**src/rtl/one_wire_pkg.sv**
```systemverilog
// Shared types and timing tables for the 1-Wire master.
// Timings are in 0.5 us ticks; T_STD/T_OD select standard or overdrive speed.
package one_wire_pkg;

   typedef enum logic [1:0] {
      OP_RESET = 2'd0,
      OP_WRITE = 2'd1,
      OP_READ  = 2'd2,
      OP_RSVD  = 2'd3
   } op_e;

   typedef enum logic [2:0] {
      S_IDLE,
      S_RST_LOW,
      S_RST_WAIT,
      S_RST_RECOV,
      S_SLOT_LOW,
      S_SLOT_HIGH,
      S_SLOT_RECOV,
      S_RESP
   } state_e;

   typedef struct packed {
      logic [9:0] rst_low;
      logic [9:0] pres_smp;
      logic [9:0] rst_tot;
      logic [9:0] slot;
      logic [9:0] low1;
      logic [9:0] low0;
      logic [9:0] rd_smp;
      logic [9:0] rec;
   } timing_t;

   localparam timing_t T_STD = '{rst_low: 10'd960, pres_smp: 10'd140, rst_tot: 10'd960,
                                 slot: 10'd140, low1: 10'd12, low0: 10'd120,
                                 rd_smp: 10'd30, rec: 10'd2};
   localparam timing_t T_OD  = '{rst_low: 10'd140, pres_smp: 10'd17, rst_tot: 10'd96,
                                 slot: 10'd20, low1: 10'd2, low0: 10'd15,
                                 rd_smp: 10'd4, rec: 10'd2};

   localparam logic [7:0] CRC_POLY = 8'h8C;

endpackage

```
**src/rtl/one_wire_crc8.sv**
```systemverilog
// Bit-serial Dallas CRC8 (reflected poly 0x8C) with synchronous clear.
module one_wire_crc8
   import one_wire_pkg::*;
(
   input  logic       clk,
   input  logic       rst_n,
   input  logic       i_clr,
   input  logic       i_en,
   input  logic       i_bit,
   output logic [7:0] o_crc
);

   logic [7:0] r_crc;

   always_ff @(posedge clk or negedge rst_n) begin
      if (!rst_n)
         r_crc <= '0;
      else if (i_clr)
         r_crc <= '0;
      else if (i_en)
         r_crc <= (r_crc >> 1) ^ ((r_crc[0] ^ i_bit) ? CRC_POLY : 8'h00);
   end

   assign o_crc = r_crc;

endmodule

```
**src/rtl/one_wire_master.sv**
```systemverilog
// Multi-channel 1-Wire bus master: reset/presence and 1..8 bit LSB-first
// read/write slots, std/overdrive timing, running CRC8 over transferred bits.
module one_wire_master
   import one_wire_pkg::*;
#(
   parameter int N_CH    = 4,
   parameter int CLK_DIV = 25,
   localparam int CH_W   = (N_CH > 1) ? $clog2(N_CH) : 1
)(
   input  logic            clk,
   input  logic            rst_n,
   input  logic            cmd_valid,
   output logic            cmd_ready,
   input  logic [1:0]      cmd_op,
   input  logic [2:0]      cmd_len,
   input  logic [7:0]      cmd_data,
   input  logic [CH_W-1:0] cmd_ch,
   input  logic            cmd_od,
   output logic            rsp_valid,
   input  logic            rsp_ready,
   output logic [7:0]      rsp_data,
   output logic            rsp_presence,
   output logic            rsp_err,
   output logic [7:0]      rsp_crc,
   output logic [N_CH-1:0] ow_drive_low,
   input  logic [N_CH-1:0] ow_in
);

   localparam int PW = $clog2(CLK_DIV);

   logic [PW-1:0]   r_presc;
   logic [N_CH-1:0] r_sync1, r_sync2;
   state_e          r_state;
   op_e             r_op;
   logic [CH_W-1:0] r_ch;
   timing_t         r_t;
   logic [3:0]      r_len, r_idx;
   logic [7:0]      r_shift;
   logic            r_rbit;
   logic [9:0]      r_cnt;
   logic            r_drive;
   logic            r_rsp_valid, r_pres, r_err;
   logic [7:0]      r_rsp_data;

   logic            w_tick, w_accept, w_ch_ok, w_line, w_smp, w_bit;
   logic            w_crc_clr, w_crc_en;
   logic [7:0]      w_nxt_shift, w_crc;

   assign w_tick      = (r_presc == PW'(CLK_DIV - 1));
   assign cmd_ready   = (r_state == S_IDLE) & ~r_rsp_valid;
   assign w_accept    = cmd_valid & cmd_ready;
   assign w_ch_ok     = (32'(cmd_ch) < N_CH);
   assign w_line      = r_sync2[cmd_ch];
   assign w_smp       = r_sync2[r_ch];
   assign w_bit       = (r_op == OP_READ) ? r_rbit : r_shift[0];
   assign w_nxt_shift = {w_bit, r_shift[7:1]};
   // CRC updates on the same edge that retires a bit or finishes a reset, so rsp_crc is current in RESP
   assign w_crc_en    = (r_state == S_SLOT_RECOV) & w_tick & (r_cnt == r_t.rec);
   assign w_crc_clr   = (r_state == S_RST_RECOV) & w_tick & (r_cnt == r_t.rst_tot);

   always_ff @(posedge clk or negedge rst_n) begin
      if (!rst_n) begin
         r_presc <= '0;
         r_sync1 <= '1;
         r_sync2 <= '1;
      end else begin
         r_presc <= (w_accept || w_tick) ? '0 : r_presc + 1'b1;
         r_sync1 <= ow_in;
         r_sync2 <= r_sync1;
      end
   end

   always_ff @(posedge clk or negedge rst_n) begin
      if (!rst_n) begin
         r_state     <= S_IDLE;
         r_op        <= OP_RESET;
         r_ch        <= '0;
         r_t         <= T_STD;
         r_len       <= '0;
         r_idx       <= '0;
         r_shift     <= '0;
         r_rbit      <= 1'b0;
         r_cnt       <= '0;
         r_drive     <= 1'b0;
         r_rsp_valid <= 1'b0;
         r_rsp_data  <= '0;
         r_pres      <= 1'b0;
         r_err       <= 1'b0;
      end else begin
         case (r_state)
            S_IDLE: if (w_accept) begin
               r_op       <= op_e'(cmd_op);
               r_ch       <= cmd_ch;
               r_t        <= cmd_od ? T_OD : T_STD;
               r_len      <= (cmd_len == 3'd0) ? 4'd8 : {1'b0, cmd_len};
               r_shift    <= cmd_data;
               r_idx      <= '0;
               r_cnt      <= '0;
               r_rsp_data <= '0;
               r_pres     <= 1'b0;
               r_err      <= 1'b0;
               if (!w_ch_ok || cmd_op == OP_RSVD || (cmd_op == OP_RESET && !w_line)) begin
                  r_err       <= 1'b1;
                  r_rsp_valid <= 1'b1;
                  r_state     <= S_RESP;
               end else if (cmd_op == OP_RESET)
                  r_state <= S_RST_LOW;
               else
                  r_state <= S_SLOT_LOW;
            end
            S_RST_LOW: if (w_tick) begin
               r_cnt <= r_cnt + 10'd1;
               if (r_cnt == '0)
                  r_drive <= 1'b1;
               else if (r_cnt == r_t.rst_low) begin
                  r_drive <= 1'b0;
                  r_cnt   <= 10'd1;
                  r_state <= S_RST_WAIT;
               end
            end
            S_RST_WAIT: if (w_tick) begin
               r_cnt <= r_cnt + 10'd1;
               if (r_cnt == r_t.pres_smp) begin
                  r_pres  <= ~w_smp;
                  r_state <= S_RST_RECOV;
               end
            end
            S_RST_RECOV: if (w_tick) begin
               r_cnt <= r_cnt + 10'd1;
               if (r_cnt == r_t.rst_tot) begin
                  r_rsp_valid <= 1'b1;
                  r_state     <= S_RESP;
               end
            end
            S_SLOT_LOW: if (w_tick) begin
               r_cnt <= r_cnt + 10'd1;
               if (r_cnt == '0)
                  r_drive <= 1'b1;
               else if (r_cnt == ((r_op == OP_READ || r_shift[0]) ? r_t.low1 : r_t.low0)) begin
                  r_drive <= 1'b0;
                  r_state <= S_SLOT_HIGH;
               end
            end
            S_SLOT_HIGH: if (w_tick) begin
               r_cnt <= r_cnt + 10'd1;
               if (r_op == OP_READ && r_cnt == r_t.rd_smp)
                  r_rbit <= w_smp;
               if (r_cnt == r_t.slot) begin
                  r_cnt   <= 10'd1;
                  r_state <= S_SLOT_RECOV;
               end
            end
            S_SLOT_RECOV: if (w_tick) begin
               r_cnt <= r_cnt + 10'd1;
               if (r_cnt == r_t.rec) begin
                  r_shift <= w_nxt_shift;
                  r_idx   <= r_idx + 4'd1;
                  if (r_idx + 4'd1 == r_len) begin
                     r_rsp_valid <= 1'b1;
                     r_state     <= S_RESP;
                     if (r_op == OP_READ)
                        r_rsp_data <= w_nxt_shift >> (4'd8 - r_len);
                  end else begin
                     // recovery end doubles as the next slot's start tick
                     r_drive <= 1'b1;
                     r_cnt   <= 10'd1;
                     r_state <= S_SLOT_LOW;
                  end
               end
            end
            S_RESP: if (rsp_ready) begin
               r_rsp_valid <= 1'b0;
               r_state     <= S_IDLE;
            end
            default: r_state <= S_IDLE;
         endcase
      end
   end

   one_wire_crc8 u_crc (
      .clk   (clk),
      .rst_n (rst_n),
      .i_clr (w_crc_clr),
      .i_en  (w_crc_en),
      .i_bit (w_bit),
      .o_crc (w_crc)
   );

   assign ow_drive_low = r_drive ? (N_CH'(1) << r_ch) : '0;
   assign rsp_valid    = r_rsp_valid;
   assign rsp_data     = r_rsp_data;
   assign rsp_presence = r_pres;
   assign rsp_err      = r_err;
   assign rsp_crc      = w_crc;

endmodule

```
**config.mk**
```make
export PLATFORM = sky130hd
export DESIGN_NAME = one_wire_master
export DESIGN_NICKNAME = d
export VERILOG_FILES = /design/src/rtl/one_wire_pkg.sv /design/src/rtl/one_wire_crc8.sv /design/src/rtl/one_wire_master.sv
export SDC_FILE = /design/constraint.sdc
export NUM_CORES = 1
export LEC_CHECK = 0
export ABC_AREA = 1
export CAP_MARGIN = 20
export CORE_MARGIN = 4
export CORE_UTILIZATION = 61
export CTS_CLUSTER_DIAMETER = 100
export CTS_CLUSTER_SIZE = 14
export DETAILED_ROUTE_END_ITERATION = 7
export GPL_ROUTABILITY_DRIVEN = 0
export PLACE_DENSITY = 0.84
export SLEW_MARGIN = 30
export SYNTH_ARGS = -nofsm -noshare
export SYNTH_HDL_FRONTEND = slang
export SYNTH_SLANG_ARGS = --single-unit
```
**constraint.sdc**
```tcl
create_clock -name clk -period 4.06 [get_ports clk]
set_clock_uncertainty 0.05 [all_clocks]
set_input_delay 1.015 -clock clk [delete_from_list [all_inputs] [get_ports clk]]
set_output_delay 1.015 -clock clk [all_outputs]
set_load 0.01 [all_outputs]
```
==> results of run 1 <==
## Yosys cell counts, drive strengths merged
cell    number
nand2      177
inv         81
dfrtp       60
nand3       60
o21ai       48
nor2        44
a21oi       15
o22ai       13
xor2        12
buf         10
o211ai      10
dfstp        9
nor3         9
ha           7
nand4        7
nand3b       4
clkbuf       2
or2          2
xnor2        2
a21boi       1
a22oi        1
a31oi        1
and3         1
clkinv       1
mux2         1
o21a         1
o21bai       1
o31ai        1
o32ai        1
o41ai        1
## worst max-delay path, cell delays in order, from the launching register on
cell             delay, ns
dfrtp_1               0.50
nor2_2                0.23
nand2_2               0.14
nor2_1                0.17
clkdlybuf4s50_1       0.56
## logic make-up after synthesis
logic type / share of synthesized area [%]
mux: 0.2619
compound gates: 13.59
fa+ha+maj: 2.037
flops: 40.42
buf+inv: 9.080
xor+xnor: 2.852
simple gates: 31.75
## flip-flops by register name, indices dropped and copies added (netlist names), 2 cells and up
register	flops
r_ch	2
r_cnt	10
r_presc	5
r_len	4
r_sync1	4
rsp_data	8
r_t	2
r_shift	8
r_op	2
r_sync2	4
r_state	3
u_crc.o_crc	8
r_idx	4
## worst paths after layout
check / start / end / slack [ns]
hold reg to reg: r_sync1[2]$_DFF_PN1_ / r_sync2[2]$_DFF_PN1_ / 0.31
min in group asynchronous: rst_n / u_crc.o_crc[4]$_DFFE_PN0P_ / 0.79
setup / recovery: r_state[0]$_DFFE_PN0P_ / cmd_ready / 1.05
hold / removal: r_sync1[2]$_DFF_PN1_ / r_sync2[2]$_DFF_PN1_ / 0.31
max in group asynchronous: rst_n / r_state[1]$_DFFE_PN0P_ / 2.61
setup reg to reg: r_state[0]$_DFFE_PN0P_ / rsp_data[3]$_DFFE_PN0P_ / 1.71
## metrics by stage
| step | worst slack [ns] | utilization, % | power, µW | area, µm² | instances |
|---|---|---|---|---|---|
| global route | 0.9691 | 73.28 | 3902 | 5006 | 731 |
| CTS | 1.048 | 73.28 | 3578 | 5006 | 731 |
| global placement | 1.291 | 70.44 | 2949 | 4812 | 715 |
| detailed placement | 1.265 | 70.44 | 3016 | 4812 | 715 |
| finish | 1.052 | 73.28 | 3597 | 5006 | 731 |
| floorplan | 2.021 | - | 2562 | 4299 | 583 |
## area by class of cell
| type | count | area share (%) |
|---|---|---|
| Inverter | 82 | 6.198 |
| Sequential cell | 69 | 34.72 |
| Clock buffer | 11 | 3.024 |
| Multi-Input combinational cell | 420 | 43.36 |
| Tap cell | 96 | 2.399 |
| Timing Repair Buffer | 48 | 9.448 |
| Clock inverter | 5 | 0.8498 |
## per-layer routing
metal  share of wire [%]  vias up  global-route usage, %
li1                    -     1998                      -
met1                  40     1918                  31.32
met2                  49      193                  41.42
met3                 7.5       36                  4.676
met4                 3.6        0                  15.97
met5                   0        -                      0
## cells in the final DEF, fill, tap and decap left out, drive strengths merged
cell,count
nand3,60
a21oi,15
o22ai,13
nand2,177
clkinv,3
nor2,44
o31ai,1
ha,7
a22oi,1
o211ai,10
clkdlybuf4s50,46
o41ai,1
a31oi,1
a21boi,1
xnor2,2
o21ai,48
nand3b,4
inv,83
dfstp,9
o21a,1
o21bai,1
dfrtp,60
clkbuf,11
xor2,12
clkinvlp,1
o32ai,1
mux2,1
nor3,9
nand4,7
and3,1
or2,2
buf,2
## report_power, final
part | leakage [µW] | internal (µW) | switching, µW
Combinational | 0.00142 | 678 | 1270
Sequential | 0.000885 | 889 | 222
Clock | 0.0000965 | 261 | 281
Total | 0.00241 | 1830 | 1770
==> impl_metrics.json, run 1 <==
{
  "status": "complete, no violations",
  "multi_input_area_um2": 2171,
  "crit_required_ns": 2.99,
  "pin_count": 48,
  "row_count": 30,
  "ant_nets": 0,
  "cts-htree-levels": 3,
  "final.min_clock_period_ns": 3.008,
  "wl_per_cell_um": 14.27,
  "cp-start-kind": "register",
  "worstSetupPathType": "register to output pin",
  "hold_path.class": "register to register",
  "grt_antenna_before_repair": 0,
  "p_leak_uw": 0.002406,
  "grt.overflow.total": 0,
  "power.density_nw_per_um2": 718.4,
  "synth_cell_types": 47,
  "ctsHoldBuffers": 0,
  "clk_path_buf_depth": 2,
  "die_h_um": 91.95,
  "rsz0062_at_grt": "no",
  "post-cts-setup-buffer-count": 0,
  "critPathMaxFanout": 9,
  "hold_viol_final": 0,
  "reg2reg_depth": 12,
  "nets": 661,
  "dieArea_um2": 8455,
  "peakVddDrop_mv": 0.5188,
  "yosys_warnings": 0,
  "routed_wl_um": 10430,
  "grt_pass1_wl_um": 17360,
  "setup_tns_ns": 0,
  "first_pass_iters": 5,
  "clk-insertion-delay-late_ns": 0.36,
  "drt_iter0_drc": 238,
  "max-cap-violations": 0,
  "synth_top_area_share_pct": 34.92,
  "slew_violations": 0,
  "clock-sinks": 69,
  "holdWs_ns": 0.3078,
  "slew_headroom_pct": 38.01,
  "n_antenna_cell": 0,
  "root_buffer": "clkbuf_8",
  "nFillCells": 543,
  "vias": 4145,
  "grt_start_max_net_pins": 70,
  "yosysTopAreaCell": "dfrtp_1",
  "worstMarginPinSlew_ns": 0.9201,
  "synth_area_leaders": "dfrtp_1 (35%), nand2_1 (15%), nand3_1 (6.3%)",
  "fp.dieW_um": 91.95,
  "avgViaCountPerCell": 5.670,
  "io_buffers": 47,
  "critPathCaptureType": "output pin",
  "yosysSeqAreaShare_pct": 40.42,
  "cts_tree": "done",
  "grt_pass1_vias": 3823,
  "remaining_drc_errors": 0,
  "grt_util_all_layers_pct": 25.51,
  "core_um2": 6832,
  "max_freq_mhz": 332.5,
  "syn2layout_area_growth_pct": 16.44,
  "synth_seq_cells": 69,
  "clk_pin_slew_ns": 0.07,
  "cts-resized-gates": 0,
  "seq_area_um2": 1738,
  "holdPathStages": 0,
  "dp_hpwl_um": 7599,
  "avgSynthCellArea_um2": 7.374,
  "cts_buffers": 9,
  "start_util_pct": 62.93,
  "drive_gt1_share_pct": 11.02,
  "syn-cell-area_um2": 4299,
  "synthesis.nets": 614,
  "syn_inst": 583,
  "finalCritPeriodShare_pct": 74.08,
  "setup_viol": 0,
  "arrival_ns": 1.94
}
No activity file was read; power rests on OpenSTA's default activity.
==> inputs of run 2 (changes only) <==
--- a/config.mk
+++ b/config.mk
@@ -8,12 +8,12 @@
 export ABC_AREA = 1
 export CAP_MARGIN = 20
 export CORE_MARGIN = 4
-export CORE_UTILIZATION = 61
+export CORE_UTILIZATION = 57
 export CTS_CLUSTER_DIAMETER = 100
 export CTS_CLUSTER_SIZE = 14
 export DETAILED_ROUTE_END_ITERATION = 7
 export GPL_ROUTABILITY_DRIVEN = 0
-export PLACE_DENSITY = 0.84
+export PLACE_DENSITY = 0.79
 export SLEW_MARGIN = 30
 export SYNTH_ARGS = -nofsm -noshare
 export SYNTH_HDL_FRONTEND = slang
==> constraint.sdc (replaced) <==
create_clock -name clk -period 3 [get_ports clk]
set_clock_uncertainty 0.05 [all_clocks]
set_input_delay 0.75 -clock clk [delete_from_list [all_inputs] [get_ports clk]]
set_output_delay 0.75 -clock clk [all_outputs]
set_load 0.01 [all_outputs]
==> run 2 against run 1 <==
  * Combinational power grew 35%
  * Flip-flop and latch count is the same
  * Utilization shrank 4.0 points
  * Sequential share of layout area shrank 0.29 points
  * Clock-buffer cell count is the same
  * Non-clock buffer count is the same
  * Critical path depth is the same
  * Via count shrank 3.3%
  * Clock power grew 63%
  * Wire length grew 0.69%
  * Critical path type unchanged
==> impl_metrics.json, run 2 (synthesized netlist as in run 1, its figures left out) <==
{
  "first_pass_iters": 5,
  "routed_wl_um": 10510,
  "slowest_stage": "clkdlybuf4s50_1",
  "finalCritPeriodShare_pct": 91.09,
  "critPathCaptureType": "output pin",
  "worstMarginPinSlew_ns": 0.8552,
  "dieArea_um2": 8996,
  "grt_util_all_layers_pct": 25.27,
  "setup_tns_ns": 0,
  "core_um2": 7292,
  "vias": 4010,
  "grt_antenna_before_repair": 0,
  "max-cap-violations": 0,
  "final.min_clock_period_ns": 2.733,
  "drive_gt1_share_pct": 11.02,
  "syn2layout_area_growth_pct": 17.43,
  "drt_iter0_drc": 177,
  "final_common_cell": "nand2_1",
  "wl_per_cell_um": 14.31,
  "nFillCells": 645,
  "worstSetupPathType": "register to output pin",
  "rsz0062_at_grt": "no",
  "fp.dieW_um": 94.85,
  "largest_register_ffs": 10,
  "seq_area_um2": 1738,
  "io_buffers": 47,
  "cp-start-kind": "register",
  "pin_count": 48,
  "row_count": 31,
  "cts-htree-levels": 3,
  "dp.cells": 718,
  "hold_path.class": "register to register",
  "peakVddDrop_mv": 0.7740,
  "grt.overflow.total": 0,
  "slew_headroom_pct": 42.99,
  "start_util_pct": 58.96,
  "crit_path_max_incr_delay_ns": 0.57,
  "cts-resized-gates": 0,
  "hold_viol_final": 0,
  "status": "complete, no violations",
  "power.density_nw_per_um2": 991.9,
  "crit_required_ns": 2.20,
  "n_antenna_cell": 0,
  "max_freq_mhz": 365.9,
  "setup_viol": 0,
  "post-cts-setup-buffer-count": 0,
  "p_leak_uw": 0.002425,
  "grt_start_max_net_pins": 70,
  "slew_violations": 0,
  "avgViaCountPerCell": 5.463,
  "clock-sinks": 69,
  "layout.cells.non_filler": 734,
  "regMostFlops": "r_cnt",
  "remaining_drc_errors": 0,
  "ctsHoldBuffers": 0,
  "nets": 661,
  "layout_common_cells": "nand2_1 (170), inv_1 (71), dfrtp_1 (60)",
  "path_cells": "nor2_2 > nand2_2 > nor2_1 > clkdlybuf4s50_1",
  "grt_pass1_vias": 3901,
  "cts_buffers": 9,
  "multi_input_area_um2": 2171,
  "root_buffer": "clkbuf_8",
  "dp_hpwl_um": 7779,
  "arrival_ns": 1.93,
  "cts_tree": "done",
  "ant_nets": 0,
  "clk_pin_slew_ns": 0.08,
  "clk-insertion-delay-late_ns": 0.35,
  "clk_path_buf_depth": 2,
  "critPathMaxFanout": 9,
  "grt_pass1_wl_um": 17790,
  "die_h_um": 94.85
}
## run 2: path summary, 6_finish.rpt
| check | depth (start not counted) | slack [ns] | from | end |
|---|---|---|---|---|
| worst max-delay path | 4 | 0.27 | r_state[0]$_DFFE_PN0P_ | cmd_ready |
| worst min-delay path | 0 | 0.30 | r_sync1[0]$_DFF_PN1_ | r_sync2[0]$_DFF_PN1_ |
| worst max register to register | 12 | 0.60 | r_state[0]$_DFFE_PN0P_ | rsp_data[1]$_DFFE_PN0P_ |
| worst min register to register | 0 | 0.30 | r_sync1[0]$_DFF_PN1_ | r_sync2[0]$_DFF_PN1_ |
| max in group asynchronous | 2 | 1.80 | rst_n | r_drive$_DFFE_PN0P_ |
| min in group asynchronous | 2 | 0.54 | rst_n | u_crc.o_crc[5]$_DFFE_PN0P_ |
## run 2: where the power goes
part | switching, µW | total [µW] | internal (µW)
logic | 1710 | 2620 | 916
registers | 297 | 1500 | 1200
clock network | 368 | 883 | 515
total | 2370 | 5010 | 2630
## run 2: final cells by class
class / count / share of cell area, %
repair buffers: 48 / 9.368
clock inverters: 5 / 1.611
flip-flops and latches: 69 / 34.42
inverters: 82 / 6.146
well taps: 99 / 2.454
multi-input cells: 420 / 43.00
clock buffers: 11 / 2.999
## run 2: critical path, delay by kind of cell (launching register included)
kind	cells	cell delay (ns)
flops	1	0.50
buf+inv	1	0.57
simple gates	3	0.52
## run 2: per-layer routing
metal | share of wire (%) | vias to the layer above | track usage [%]
li1 | - | 1984 | -
met1 | 42 | 1878 | 31.56
met2 | 50 | 127 | 44.10
met3 | 5.8 | 21 | 4.940
met4 | 2.0 | 0 | 7.692
met5 | 0 | - | 0
## run 2: metrics by stage
stage	hold slack [ns]	total power (µW)	worst slack, ns	utilization (%)	area [µm²]
2_1_floorplan	0.2952	3468	1.222	-	4299
3_3_place_gp	0.2958	4004	0.4899	66.04	4816
3_5_place_dp	0.2968	4087	0.4477	66.04	4816
4_1_cts	0.3047	4999	0.2523	69.23	5049
5_1_grt	0.3163	5442	0.1206	69.23	5049
6_report	0.3007	5008	0.2673	69.23	5049
==> inputs of run 3 (changes only) <==
--- a/config.mk
+++ b/config.mk
@@ -8,12 +8,12 @@
 export ABC_AREA = 1
 export CAP_MARGIN = 20
 export CORE_MARGIN = 4
-export CORE_UTILIZATION = 57
+export CORE_UTILIZATION = 51
 export CTS_CLUSTER_DIAMETER = 100
 export CTS_CLUSTER_SIZE = 14
 export DETAILED_ROUTE_END_ITERATION = 7
 export GPL_ROUTABILITY_DRIVEN = 0
-export PLACE_DENSITY = 0.79
+export PLACE_DENSITY = 0.74
 export SLEW_MARGIN = 30
 export SYNTH_ARGS = -nofsm -noshare
 export SYNTH_HDL_FRONTEND = slang
==> constraint.sdc (replaced) <==
create_clock -name clk -period 2.4 [get_ports clk]
set_clock_uncertainty 0.05 [all_clocks]
set_input_delay 0.6 -clock clk [delete_from_list [all_inputs] [get_ports clk]]
set_output_delay 0.6 -clock clk [all_outputs]
set_load 0.01 [all_outputs]
==> run 3 against run 2 <==
  * Sequential power rose by 23%
  * Power rose by 23%
  * Non-clock buffer count rose by 5
  * Final cell count rose by 1.5%
  * Flip-flop and latch count did not move
  * Final area rose by 0.55%
  * Utilization fell by 7.5 points
  * Largest cell class unchanged
  * Combinational power rose by 28%
  * Critical path depth fell by 1
==> impl_metrics.json, run 3 (synthesized netlist as in run 1, its figures left out) <==
{
  "routed_wl_um": 10640,
  "hold_viol_final": 0,
  "finalCritPeriodShare_pct": 94.80,
  "n_antenna_cell": 0,
  "worstMarginPinSlew_ns": 0.7764,
  "regMostFlops": "r_cnt",
  "dp.cells": 729,
  "max-cap-violations": 0,
  "setup_viol": 0,
  "pin_count": 48,
  "root_buffer": "clkbuf_8",
  "largest_register_ffs": 10,
  "grt_pass1_wl_um": 18030,
  "grt_antenna_before_repair": 0,
  "first_pass_iters": 5,
  "arrival_ns": 1.63,
  "clock-sinks": 69,
  "drt_iter0_drc": 246,
  "grt.overflow.total": 0,
  "crit_required_ns": 1.75,
  "nets": 666,
  "avgViaCountPerCell": 5.446,
  "fin_ws_ns": 0.1249,
  "critPathMaxFanout": 6,
  "dieArea_um2": 9963,
  "layout_common_cells": "nand2_1 (170), inv_1 (71), dfrtp_1 (58)",
  "final_common_cell": "nand2_1",
  "peakVddDrop_mv": 0.6786,
  "max_freq_mhz": 439.5,
  "remaining_drc_errors": 0,
  "drive_gt1_share_pct": 12.03,
  "fp.dieW_um": 99.82,
  "cts_tree": "done",
  "syn2layout_area_growth_pct": 18.07,
  "nFillCells": 753,
  "row_count": 33,
  "r2r_slack_ns": 0.24,
  "place_worst_setup_slack_ns": 0.1737,
  "start_util_pct": 52.32,
  "status": "complete, no violations",
  "cts_buffers": 9,
  "final.min_clock_period_ns": 2.275,
  "reg2reg_depth": 7,
  "rsz0062_at_grt": "no",
  "dp_hpwl_um": 7870,
  "die_h_um": 99.82,
  "hold_path.class": "input pin to asynchronous set/reset pin",
  "slew_headroom_pct": 47.69,
  "layout.cells.non_filler": 745,
  "ant_nets": 0,
  "cts-htree-levels": 3,
  "post-cts-setup-buffer-count": 0,
  "grt_pass1_vias": 3895,
  "io_buffers": 47,
  "power.density_nw_per_um2": 1218,
  "worstSetupPathType": "register to output pin",
  "clk-insertion-delay-late_ns": 0.35,
  "grt_util_all_layers_pct": 22.41,
  "rr_startpoint": "r_t[78]$_DFFE_PN1P_",
  "r2r_end": "r_cnt[7]$_DFFE_PN0P_",
  "cp-start-kind": "register",
  "critPathCaptureType": "output pin",
  "slew_violations": 0,
  "clk_path_buf_depth": 2,
  "grt_start_max_net_pins": 70,
  "core_um2": 8217,
  "ctsHoldBuffers": 0,
  "vias": 4057,
  "holdWs_ns": 0.1851,
  "clk_pin_slew_ns": 0.08,
  "wl_per_cell_um": 14.28,
  "p_leak_uw": 0.002433,
  "setup_tns_ns": 0
}
## run 3: changes by cell type in the layout (fill, tap and decap cells not counted), sizes merged
cell,delta
buf,+5
bufinv,-1
clkbuf,-1
clkdlybuf4s50,-1
clkinv,+1
clkinvlp,+1
dlygate4sd2,+1
## run 3: final cells by class
| cell class | count | area, µm² | area share, % |
|---|---|---|---|
| clock buffers | 10 | 127.6 | 2.514 |
| clock inverters | 6 | 71.32 | 1.405 |
| inverters | 82 | 310.3 | 6.113 |
| multi-input cells | 420 | 2173 | 42.81 |
| flip-flops and latches | 69 | 1740 | 34.29 |
| well taps | 105 | 131.4 | 2.588 |
| repair buffers | 53 | 521.8 | 10.28 |
## run 3: critical path, stage by stage, from the launching register on
cell and delay (ns):
dfrtp_1 0.45, inv_1 0.10, nor3_1 0.17, clkdlybuf4s50_1 0.56
## run 3: metal layers
| layer | track usage, % | up-vias | wire [µm] |
|---|---|---|---|
| li1 | - | 2004 | - |
| met1 | 29.60 | 1874 | 4546 |
| met2 | 37.51 | 156 | 5149 |
| met3 | 3.475 | 23 | 737 |
| met4 | 7.773 | 0 | 206 |
| met5 | 0 | - | 0 |
## run 3: stage by stage
step                total power [µW]  instance area, µm²  util [%]
floorplan                       4335                4299         -
global placement                5060                4873     59.31
detailed placement              5175                4873     59.31
CTS                             6180                5075     61.76
global route                    6722                5076     61.78
finish                          6181                5076     61.78
## run 3: repair_timing
item	CTS	global route
setup endpoints to repair	1	1
resized for setup	3	1
pin swaps	0	0
## run 3: worst max path at each step
stage	end	slack (ns)	from
6_report	ow_drive_low[3]	0.12	r_ch[1]$_DFFE_PN0P_
3_5_place_dp	r_cnt[4]$_DFFE_PN0P_	0.17	cmd_valid
4_1_cts	ow_drive_low[1]	0.09	r_ch[0]$_DFFE_PN0P_
2_1_floorplan	rsp_data[3]$_DFFE_PN0P_	0.62	r_idx[0]$_DFFE_PN0P_
5_1_grt	ow_drive_low[1]	0.02	r_ch[0]$_DFFE_PN0P_
3_3_place_gp	r_cnt[1]$_DFFE_PN0P_	0.21	cmd_valid
## run 3: report_power, final
group	leakage, µW	internal (µW)	switching (µW)
Clock	0.0000931	487	486
Combinational	0.00146	1190	2170
Sequential	0.000882	1510	339
Total	0.00243	3190	2990
